**src/rtl/vme_wr_pkg.sv**
```systemverilog
// Shared definitions for the VME write-side byte assembler.
package vme_wr_pkg;

    // Lane-select encoding, identical to the read-side byte mux.
    localparam logic [1:0] LANE0_SEL = 2'b11;
    localparam logic [1:0] LANE1_SEL = 2'b10;
    localparam logic [1:0] LANE2_SEL = 2'b01;
    localparam logic [1:0] LANE3_SEL = 2'b00;

    typedef enum logic [1:0] {
        ST_IDLE   = 2'd0,
        ST_ACCUM  = 2'd1,
        ST_COMMIT = 2'd2
    } wr_state_t;

    // Expand 4 byte enables into a 32-bit bit mask.
    function automatic logic [31:0] be_to_mask(input logic [3:0] be);
        logic [31:0] m;
        m = '0;
        for (int unsigned i = 0; i < 4; i++) begin
            m[i*8 +: 8] = {8{be[i]}};
        end
        return m;
    endfunction

endpackage

```
**src/rtl/vme_lane_dec.sv**
```systemverilog
// Byte-lane decoder: wr_sel to one-hot lane mask and placed data word.
module vme_lane_dec
    import vme_wr_pkg::*;
(
    input  logic [1:0]  sel,
    input  logic [7:0]  data,
    output logic [3:0]  lane,
    output logic [31:0] word
);

    // Decode lane select and steer the byte into its lane.
    always_comb begin
        lane = '0;
        word = '0;
        case (sel)
            LANE0_SEL: begin lane = 4'b0001; word[7:0]   = data; end
            LANE1_SEL: begin lane = 4'b0010; word[15:8]  = data; end
            LANE2_SEL: begin lane = 4'b0100; word[23:16] = data; end
            LANE3_SEL: begin lane = 4'b1000; word[31:24] = data; end
            default:   begin lane = '0;      word = '0;          end
        endcase
    end

endmodule

```
**src/rtl/vme_wr_assembler.sv**
```systemverilog
// VME64 slave write assembler: merges byte writes into words and hands
// completed words to the local register bus over valid/ready.
module vme_wr_assembler
    import vme_wr_pkg::*;
#(
    parameter int ADDR_W   = 16,
    parameter int FLUSH_TO = 255
) (
    input  logic              clk,
    input  logic              reset,
    input  logic              wr_stb,
    input  logic              wr_d32,
    input  logic [1:0]        wr_sel,
    input  logic [7:0]        wr_data,
    input  logic [31:0]       wr_word,
    input  logic [ADDR_W-1:0] wr_addr,
    input  logic              flush,
    output logic              wr_busy,
    output logic              overrun,
    output logic              lb_valid,
    input  logic              lb_ready,
    output logic [ADDR_W-1:0] lb_addr,
    output logic [31:0]       lb_data,
    output logic [3:0]        lb_be
);

    localparam int CNT_W = (FLUSH_TO > 1) ? $clog2(FLUSH_TO) : 1;
    localparam logic [CNT_W-1:0] TMO_LAST = CNT_W'((FLUSH_TO > 0) ? FLUSH_TO - 1 : 0);

    wr_state_t         state_q, state_d;
    logic              valid_d, busy_d, overrun_d;
    logic [3:0]        lane_mask;
    logic [31:0]       lane_word;
    logic              pend_vld, pend_d32;
    logic [ADDR_W-1:0] pend_addr;
    logic [31:0]       pend_data;
    logic [3:0]        pend_be;
    logic [CNT_W-1:0]  tmo_cnt;
    logic              same_addr, timeout, handshake;
    logic [3:0]        merged_be;
    logic [31:0]       merged_data;

    vme_lane_dec u_lane_dec (
        .sel  (wr_sel),
        .data (wr_data),
        .lane (lane_mask),
        .word (lane_word)
    );

    // The shadow word lives directly in lb_addr/lb_data/lb_be so the bus
    // outputs are registered without a second copy.
    assign same_addr   = !wr_d32 && (wr_addr == lb_addr);
    assign merged_be   = lb_be | lane_mask;
    assign merged_data = (lb_data & ~be_to_mask(lane_mask)) | lane_word;
    assign timeout     = (FLUSH_TO != 0) && (tmo_cnt == TMO_LAST);
    assign handshake   = lb_valid && lb_ready;

    // State register and registered control outputs.
    always_ff @(posedge clk) begin
        if (reset) begin
            state_q  <= ST_IDLE;
            lb_valid <= 1'b0;
            wr_busy  <= 1'b0;
            overrun  <= 1'b0;
        end else begin
            state_q  <= state_d;
            lb_valid <= valid_d;
            wr_busy  <= busy_d;
            overrun  <= overrun_d;
        end
    end

    // Next-state decision.
    always_comb begin
        state_d = state_q;
        case (state_q)
            ST_IDLE: begin
                if (wr_stb) state_d = wr_d32 ? ST_COMMIT : ST_ACCUM;
            end
            ST_ACCUM: begin
                if (wr_stb) begin
                    if (!same_addr || flush || (merged_be == 4'b1111)) state_d = ST_COMMIT;
                end else if (flush || timeout) begin
                    state_d = ST_COMMIT;
                end
            end
            ST_COMMIT: begin
                if (handshake) begin
                    if (!pend_vld)     state_d = ST_IDLE;
                    else if (pend_d32) state_d = ST_COMMIT;
                    else               state_d = ST_ACCUM;
                end
            end
            default: state_d = ST_IDLE;
        endcase
    end

    // Next values of the registered control outputs.
    always_comb begin
        valid_d   = (state_d == ST_COMMIT);
        busy_d    = (state_d == ST_COMMIT);
        overrun_d = wr_stb && (state_q == ST_COMMIT);
    end

    // Shadow word, pending entry and idle timeout counter.
    always_ff @(posedge clk) begin
        if (reset) begin
            lb_addr   <= '0;
            lb_data   <= '0;
            lb_be     <= '0;
            pend_vld  <= 1'b0;
            pend_d32  <= 1'b0;
            pend_addr <= '0;
            pend_data <= '0;
            pend_be   <= '0;
            tmo_cnt   <= '0;
        end else begin
            tmo_cnt <= (state_q == ST_ACCUM && !wr_stb) ? tmo_cnt + CNT_W'(1) : '0;
            case (state_q)
                ST_IDLE: begin
                    if (wr_stb) begin
                        lb_addr <= wr_addr;
                        lb_data <= wr_d32 ? wr_word : lane_word;
                        lb_be   <= wr_d32 ? 4'b1111 : lane_mask;
                    end
                end
                ST_ACCUM: begin
                    if (wr_stb) begin
                        if (same_addr) begin
                            lb_data <= merged_data;
                            lb_be   <= merged_be;
                        end else begin
                            pend_vld  <= 1'b1;
                            pend_d32  <= wr_d32;
                            pend_addr <= wr_addr;
                            pend_data <= wr_d32 ? wr_word : lane_word;
                            pend_be   <= wr_d32 ? 4'b1111 : lane_mask;
                        end
                    end
                end
                ST_COMMIT: begin
                    if (handshake && pend_vld) begin
                        lb_addr  <= pend_addr;
                        lb_data  <= pend_data;
                        lb_be    <= pend_be;
                        pend_vld <= 1'b0;
                    end
                end
                default: ;
            endcase
        end
    end

endmodule

```
**config.mk**
```make
export PLATFORM = sky130hd
export DESIGN_NAME = vme_wr_assembler
export DESIGN_NICKNAME = d
export VERILOG_FILES = /design/src/rtl/vme_wr_pkg.sv /design/src/rtl/vme_lane_dec.sv /design/src/rtl/vme_wr_assembler.sv
export SDC_FILE = /design/constraint.sdc
export NUM_CORES = 1
export LEC_CHECK = 0
export BUFFER_PORTS_ARGS = -buffer_cell sky130_fd_sc_hd__buf_4
export CAP_MARGIN = 20
export CORE_MARGIN = 2
export CORE_UTILIZATION = 52
export CTS_CLUSTER_DIAMETER = 60
export DETAILED_ROUTE_END_ITERATION = 8
export PLACE_DENSITY_LB_ADDON = 0.08
export SYNTH_ARGS = -nofsm -noshare
export SYNTH_HDL_FRONTEND = slang
export SYNTH_SLANG_ARGS = --single-unit
export TNS_END_PERCENT = 1
```
**constraint.sdc**
```tcl
create_clock -name clk -period 1.9 [get_ports clk]
set_clock_uncertainty 0.2 [all_clocks]
set_input_delay 0.19 -clock clk [delete_from_list [all_inputs] [get_ports clk]]
set_output_delay 0.19 -clock clk [all_outputs]
set_load 0.02 [all_outputs]
```
* After elaboration in Yosys (flattened, before gate mapping)
Index checks and enable logic that the tools add are counted.
Cells by class: $add $sub $neg 1, eq/ne operators 14, muxes and demuxes 33, bitwise operators 6, reduce and logical (&&, ||, !) cells 21
Operators by type and width (number):
- $mux W32 | 5
- $pmux W32 S3 | 1
- $and A32 B32 Y32 | 1
- $mux W16 | 2
- $mux W8 | 4
- $not A32 Y32 | 1
- $or A32 B32 Y32 | 1
- $pmux W16 S2 | 1
- $mux W4 | 5
- $eq A16 B16 Y1 | 1
- $mux W2 | 8
- $pmux W4 S4 | 1
- $pmux W4 S3 | 1
- $add A8 B1 Y8 const B | 1
- $eq A2 B2 Y1 const B | 4
- $eq A8 B8 Y1 const B | 1
- $ne A2 B2 Y1 const B | 4
- $pmux W2 S3 | 1
- $reduce_and A3 Y1 | 2
- $logic_and A1 B1 Y1 | 5
- $reduce_and A5 Y1 | 1
- $eq A2 B1 Y1 const B | 2
- $eq A4 B4 Y1 const B | 1
- $logic_not A2 Y1 | 2
- 11 further kinds | 19
Word-level totals: register bits 118, input bits 64, output and inout bits 55, word-level logic and storage cells 87

* Logic depth before layout (Yosys ltp)
Gate-level depths: netlist of run 1.
depth after elaboration 9, mapped depth 10, depth with buffers taken out 7

* Hierarchy
Synthesis of run 1 repeated with hierarchy kept, for this count alone.
Unflattened totals: cells, all modules 837, area, all modules 7103.1 µm²
By module, submodules not included:
- vme_wr_assembler | instances 1, cells each 795, area an instance 6800.3 µm², seq. area each 2362.3 µm²
- vme_lane_dec | instances 1, cells each 42, area an instance 302.8 µm², seq. area each 0.0 µm²

* Worst setup path before layout of run 1
No wires, ideal clock.
kind register to register, start point register lb_addr[4], end point register pend_data[10], library setup time 0.123 ns, arrival time 1.711 ns, required time 1.577 ns, setup slack -0.134 ns, stages on the path, launching flop included 8, buffers on the path 2, period minus slack after synthesis 2.034 ns, cells stage by stage dfxtp_1 > xnor2_1 > nand4_1 > nor3_4 > a21o_1 > buf_6 > buf_6 > mux2_1
Between the ends: cells in the longest elaborated chain, start to end 4
RTL lines:
- start, declared | RTL line vme_wr_assembler.sv:22 | output logic [ADDR_W-1:0] lb_addr,
- start signal, assigned | RTL line vme_wr_assembler.sv:122 | lb_addr <= wr_addr;
- start signal, assigned | RTL line vme_wr_assembler.sv:143 | lb_addr <= pend_addr;
- $eq A16 B16 Y1 | RTL line vme_wr_assembler.sv:52 | assign same_addr = !wr_d32 && (wr_addr == lb_addr);
- $logic_and A1 B1 Y1 | RTL line vme_wr_assembler.sv:52
- $not A1 Y1 (no source line)
- $reduce_and A3 Y1 (no source line)
- end signal, assigned | RTL line vme_wr_assembler.sv:136 | pend_data <= wr_d32 ? wr_word : lane_word;
- end, declared | RTL line vme_wr_assembler.sv:36 | logic [31:0] pend_data;
Every way passes these cells. A chain may end at the register's enable or synchronous reset.

* Final worst setup path of run 1
start point register lb_addr[3], end point register lb_data[30]
Between the ends: cells in the longest elaborated chain, start to end 4
RTL lines:
- $eq A16 B16 Y1 | RTL line vme_wr_assembler.sv:52
- $logic_and A1 B1 Y1 | RTL line vme_wr_assembler.sv:52
- $ne A2 B2 Y1 (no source line)
- $reduce_and A5 Y1 (no source line)
- end signal, assigned | RTL line vme_wr_assembler.sv:123 | lb_data <= wr_d32 ? wr_word : lane_word;
- end signal, assigned | RTL line vme_wr_assembler.sv:130 | lb_data <= merged_data;
- end signal, assigned | RTL line vme_wr_assembler.sv:144 | lb_data <= pend_data;
- end, declared | RTL line vme_wr_assembler.sv:23 | output logic [31:0] lb_data,
Every way passes these cells.

==> key figures, run 1 <==
STA
  • Fin crit period: 2080 ps
  • Slew Viols, Final: 0
  • Hold Violations, Final: 0
  • Tcrit/Tclk final: 109%
  • FMAX: 481 MHz
  • Final worst slack: -177 ps
  • Worst Max-Slew Pin Slew: 471 ps
  • RSZ-0062 raised after global routing: true
  • Slew headroom: 68.6%
  • Endpoints failing setup: 101
  • Setup TNS: -7970 ps

Routing
  • Total Wirelength: 21900 um
  • Post-DR vias/cell: just under 6
  • 1st-iter DRT viols: 489
  • Routed wl met2: between 10000 and 15000 um
  • Avg WL per Cell: around 19 um
  • Metal1 wirelength: between 9000 and 10000 um
  • Final ANT Viol Nets: 0
  • Max Used Layer: met4
  • DRC Markers: 0
  • First-pass DRT Iterations: 5
  • Met3 routed WL: 1320 um
  • Vias: 6811

Floorplanning
  • Ports: 119
  • Die area: 0.0146 mm2
  • Die height: 121 um
  • Die width: approximately 120 um
  • Starting density of the core: 53.5%
  • Core Area: 0.0133 mm2
  • Std-Cell Rows: 42

Yosys
  • Main combinational cell family by area after synthesis: simple AND/OR/NAND/NOR gates
  • Post-synthesis cell area: 0.00711 mm2
  • Synth Area in XOR/XNOR: 2.59%
  • Simple-Gate Fraction of Synth Area: about a fifth
  • Syn. warnings: 0
  • Post-synth EDFFs: 0
  • Post-Synthesis Cells: 781
  • Synth Area in Adders: 1.06%
  • Post-synthesis mux area share: 17.9%
  • Distinct cells, synth: 56
  • Post-synth net total: 851
  • Synth async-reset ratio: 0%
  • Compound-Gate Fraction of Synth Area: 19.0%
  • Mean Syn Cell Area: 9.11 um2
  • Ys flop type: dfxtp_1
  • Seq/Total Area, Yosys: ~33%
  • Synthesized flop and latch total: 118

Layout
  • Register Area: 0.00239 mm2
  • Fillers: around 950
  • Ratio of cells with drive above 1 in the final layout: 31.4%
  • Cell area after layout: 0.00991 mm2
  • Layout Cells excl Fill: between 1000 and 1500
  • # diodes: 0
  • Multi-input gate area: approximately 0.0045 mm2
  • Area Growth Syn to Fin: 39.3%
  • Nets: ~1000

Placement
  • Placed instance area: 0.00853 mm2
  • DP Wirelength: 13500 um
  • RePlAce Congestion: 0.830
  • Placed cell count: 1068
  • PortBufs: ~120

Power and ir drop
  • Peak VDD IR: 0.000559 V
  • Power Density: a little over 800 mW/mm2
  • Leak Pwr: roughly 4.3 nW
  • Total power: ~0.0081 W

Worst setup path
  • CP Max Fanout: 15
  • Startpoint types: flip-flop
  • CP Class: flip-flop to flip-flop
  • Worst Setup End Kind: flip-flop
  • Worst path arrival time: 2200 ps
  • Worst stage delay on the critical path: 350 ps
  • Worst path required time: 2030 ps
  • CP Cell Sequence: xnor2_2, nand4_1, nor3_4, buf_4, buf_12, a31oi_4, buf_12, mux2i_1
  • Worst path slowest cell: dfxtp_4
  • Cell mode on critical path: buf_12

Global routing
  • All-Layer GR Usage: between 20% and 30%
  • Initial antenna violation count: 0
  • Vias in the first global route: 6717
  • Grt ovf: 0
  • Largest net degree at the start of global routing: 60
  • Global-route wire length before repair: 34100 um

Clocking
  • Root Buffer: clkbuf_16
  • TritonCTS clock tree: done
  • Longest Clk Path Bufs: 2
  • CTS Buf Count: 17
  • Clk_lat worst skew: 420 ps
  • H-tree Lvls: 4
  • Sink Count: between 100 and 150
  • Worst-path clk slew: 50 ps

Flow run
  • # Max-Cap Violations: 0

Run status
  • Failing checks: setup timing
  • Status: finished with violations

Min path
  • Hold WC Path Type: input pin to flip-flop
==> cell families after synthesis <==
kind of cell	after synthesis
adder cells (fa/ha/maj)	6
flip-flops	118
buffers and inverters	98
multiplexers	123
AND/OR/NAND/NOR	239
XOR/XNOR	21
AO/OA/AOI/OAI	176
==> cell type report <==
type / instances / share of cell area [%]
clock buffer: 23 / 4.92
clock inverter: 9 / 0.518
inverter: 22 / 0.833
multi-input combinational: 565 / 45.2
sequential: 118 / 24.1
tap: 176 / 2.22
timing repair buffer: 241 / 22.2
==> flip-flops by register name, summed over array words and instances, names as in the netlist, 2 cells and up <==
register and count:
pend_addr 16, pend_be 4, tmo_cnt 8, pend_data 32, lb_data 32, lb_be 4
lb_addr 16, state_q 2
==> critical path, delay by kind of cell (launching register included) <==
kind	cells	cell delay (ps)
compound gates	1	140
xor+xnor	1	150
buf+inv	3	500
flops	1	350
mux	1	210
simple gates	2	410
==> cells in the final DEF, fill, tap and decap left out, types with 17 or more instances in the layout <==
master	instances
o21ai_0	22
buf_4	174
clkbuf_16	18
nor2_1	60
a211o_1	32
a21o_1	17
nor2b_1	27
dlygate4sd3_1	40
inv_1	20
dfxtp_1	102
nand2b_1	79
a211oi_1	21
mux2i_1	91
a221oi_1	24
==> per-layer routing <==
metal / global-route usage (%) / vias up
met5: 0 / -
met4: 9.67 / 0
met3: 5.64 / 33
met2: 51.2 / 265
met1: 36.1 / 3322
li1: - / 3191
==> path summary, 6_finish.rpt <==
kind,start,to,slack [ps],depth (start not counted)
hold reg to reg,pend_data[5],pend_data[5],260,2
setup reg to reg,lb_addr[3],lb_data[30],-180,8
hold / removal,wr_stb,overrun,20,4
setup / recovery,lb_addr[3],lb_data[30],-180,8
==> through the flow <==
stage	hold WS, ps	util [%]	setup slack, ps
3_5_place_dp	247	64.2	-104
4_1_cts	10.8	73.0	-65.3
5_1_grt	4.27	74.6	-208
2_1_floorplan	145	-	-35.9
6_report	17.2	74.6	-177
3_3_place_gp	249	64.2	-84.5
==> repair_timing <==
item	CTS	global route
setup buffers	6	4
pin swaps	24	8
endpoints found under the hold margin	52	0
resized for setup	28	33
gates cloned	3	1
hold buffers	40	0
endpoints found under the setup margin	105	108
==> synth_stat cells, types with 12 or more instances <==
cell type / count / area, um2
mux2i_1: 91 / 911
inv_1: 22 / 82.6
o21ai_0: 22 / 110
and3b_1: 16 / 140
nor2_1: 61 / 229
mux2_1: 18 / 203
xnor2_1: 18 / 158
a21oi_1: 12 / 60.1
a221oi_1: 24 / 210
nand2b_1: 79 / 494
buf_2: 14 / 70.1
clkbuf_1: 40 / 150
dfxtp_1: 118 / 2360
a211oi_1: 32 / 240
nand3_1: 15 / 75.1
nor2b_1: 29 / 181
a21o_1: 17 / 128
nand2_1: 16 / 60.1
mux2_2: 14 / 158
a211o_1: 32 / 280
==> where the power goes <==
part | switching [W] | total, W | internal, W
combinational | 0.00114 | 0.00228 | 0.00114
sequential | 0.000167 | 0.00284 | 0.00267
clock | 0.00116 | 0.00295 | 0.00179
No activity file was read; power rests on OpenSTA's default activity.
==> run 2: changes to the inputs <==
--- a/config.mk
+++ b/config.mk
@@ -5,12 +5,11 @@
 export SDC_FILE = /design/constraint.sdc
 export NUM_CORES = 1
 export LEC_CHECK = 0
-export BUFFER_PORTS_ARGS = -buffer_cell sky130_fd_sc_hd__buf_4
-export CAP_MARGIN = 20
 export CORE_MARGIN = 2
-export CORE_UTILIZATION = 52
+export CORE_UTILIZATION = 58
 export CTS_CLUSTER_DIAMETER = 60
 export DETAILED_ROUTE_END_ITERATION = 8
+export DONT_BUFFER_PORTS = 1
 export PLACE_DENSITY_LB_ADDON = 0.08
 export SYNTH_ARGS = -nofsm -noshare
 export SYNTH_HDL_FRONTEND = slang
==> run 2 against run 1 <==
The flow finishes with violations (hold timing, setup timing). Register-to-register slack about the same. Sequential power up 4%. Sequential cell count unchanged. Die area down 10%. Worst hold slack worse by 310 ps. Count of clock-buffer cells in the layout down 2. Critical path type unchanged. Critical endpoint is now lb_addr[1].
==> key figures, run 2 (synthesis gave the netlist of run 1 again) <==
Run status
  • Status: finished with violations
  • Failing checks: hold timing, setup timing

STA
  • Hold Violations, Final: 73
  • Final worst slack: -175 ps
  • Slew Viols, Final: 0
  • Slew headroom: 66.8%
  • Endpoints failing setup: 94
  • FMAX: approximately 480 MHz
  • Fin crit period: 2080 ps
  • RSZ-0062 raised after global routing: true
  • Hold_ws: -291 ps
  • Tcrit/Tclk final: 109%
  • Worst Max-Slew Pin Slew: between 400 and 500 ps

Flow run
  • # Max-Cap Violations: 0

Floorplanning
  • Die area: 0.0132 mm2
  • Core Area: 0.0120 mm2
  • Die height: 115 um
  • Ports: roughly 120
  • Die width: roughly 110 um
  • Starting density of the core: 59.2%
  • Std-Cell Rows: 40

Worst setup path
  • CP Class: flip-flop to flip-flop
  • CP Cell Sequence: inv_4, ha_4, buf_6, nor2b_4, a211oi_4, buf_6, buf_16, nor2_1, a211oi_1
  • Worst path top cell family by delay: compound AO/OA/AOI/OAI gates
  • Worst path arrival time: 2180 ps
  • Worst path required time: 2010 ps
  • Cell mode on critical path: buf_6
  • Worst Setup End Kind: flip-flop
  • CP Max Fanout: 8
  • Worst stage delay on the critical path: 380 ps
  • Worst path slowest cell: dfxtp_4
  • Buf+Inv Stages, Crit Path: 4
  • Startpoint types: flip-flop

Global routing
  • Initial antenna violation count: 0
  • Grt met2 use: 61.0%
  • Grt ovf: 0
  • Global-route wire length before repair: 35700 um
  • Vias in the first global route: 6900
  • GRT met3 Usage: under 10%
  • Largest net degree at the start of global routing: 194
  • All-Layer GR Usage: around a third
  • GR Util met1: 39.1%
  • Busiest grt layer: met2

Routing
  • Final ANT Viol Nets: 0
  • First-pass DRT Iterations: 5
  • Total Wirelength: between 20000 and 25000 um
  • Post-DR vias/cell: 6.47
  • 1st-iter DRT viols: a little over 700
  • Vias: 6893
  • Avg WL per Cell: 22.6 um
  • DRC Markers: 0

Power and ir drop
  • Peak VDD IR: around 0.00079 V
  • Int Power: around 0.0057 W
  • Logic pwr share: 22.6%
  • Sequential power share: between 30% and 40%
  • Sw Share: a little under 30%
  • Power Density: 834 mW/mm2
  • Total power: roughly 0.008 W
  • Switching power: 0.00237 W
  • Leak Pwr: 3.96 nW
  • Clk pwr share: 40.7%

Layout
  • Ratio of cells with drive above 1 in the final layout: 19.0%
  • # diodes: 0
  • Multi-input gate area: 0.00451 mm2
  • Largest regs: lb_data (32), pend_data (32)
  • Register Area: 0.00239 mm2
  • Commonest non-fill, non-tap cell in the layout: dlygate4sd3_1
  • Fillers: 711
  • Area Growth Syn to Fin: 35.2%
  • Cell area after layout: approximately 0.0096 mm2
  • Nets: 976
  • Most frequent cells in the layout: dlygate4sd3_1, dfxtp_1, mux2i_1, nand2b_1, nor2_1
  • Layout Cells excl Fill: 1066

Placement
  • Placed cell count: 907
  • Placed instance area: 0.00744 mm2
  • PortBufs: 0
  • RePlAce Congestion: between 0.8 and 0.9
  • DP Wirelength: 12000 um

Clocking
  • Sink Count: 118
  • CTS Buf Count: 17
  • H-tree Lvls: 4
  • Clk_lat worst skew: between 400 and 500 ps
  • TritonCTS clock tree: done
  • Worst-path clk slew: roughly 50 ps
  • Longest Clk Path Bufs: 2
  • Root Buffer: clkbuf_16

Min path
  • Hold WC Path Type: input pin to flip-flop
[run 2: worst reg2reg max path, cell delays in order (launching register included)]
cell	delay (ps)
dfxtp_4	380
inv_4	50
ha_4	160
buf_6	130
nor2b_4	130
a211oi_4	320
buf_6	170
buf_16	130
nor2_1	50
a211oi_1	240
[run 2: layout make-up]
class	count	area share, %
Clock buffer	21	4.68
Tap cell	147	1.91
Sequential cell	118	24.9
Clock inverter	11	1.38
Inverter	22	0.885
Timing Repair Buffer	182	19.3
Multi-Input combinational cell	565	46.9
[run 2: per-stage QoR]
stage / TNS, ps / util (%) / worst slack [ps]
after floorplan: -1420 / - / -35.9
after global placement: -839 / 62.0 / -52.7
after detailed placement: -3530 / 62.0 / -76.7
after CTS: -2970 / 78.7 / -71.4
after global routing: -11940 / 80.1 / -202
final: -5180 / 80.1 / -175
[run 2: timing repair]
| item | in CTS | in global routing |
|---|---|---|
| hold endpoints to repair | 118 | 75 |
| pin swaps | 7 | 22 |
| hold buffers | 111 | 7 |
| gates resized for setup | 39 | 30 |
| buffers inserted | 7 | 0 |
| setup endpoints to repair | 103 | 108 |
| cloned | 3 | 0 |
[run 2: worst paths after layout]
check                             startpoint           end  slack [ps]  cells after the start
worst max-delay path              state_q[0]    lb_addr[1]        -180                      9
worst min-delay path                   reset    state_q[0]        -290                      1
worst max register to register    state_q[0]    lb_addr[1]        -180                      9
worst min register to register  pend_data[0]  pend_data[0]         260                      2
[run 2: power groups by stage]
stage	sequential (W)	combinational [W]	clock (W)
final	0.00294	0.00181	0.00326
after CTS	0.00293	0.00170	0.00323
after global placement	0.00296	0.00139	0
after floorplan	0.00304	0.00102	0
after detailed placement	0.00297	0.00143	0
after global routing	0.00296	0.00192	0.00337
[run 2: routing by layer]
layer / part of all wire [%] / vias to the layer above / wire [um]
met5: 0 / - / 0
met4: 3.8 / 0 / 905
met3: 7.5 / 81 / 1800
met2: 51 / 374 / 12300
met1: 38 / 3376 / 9080
li1: - / 3062 / -
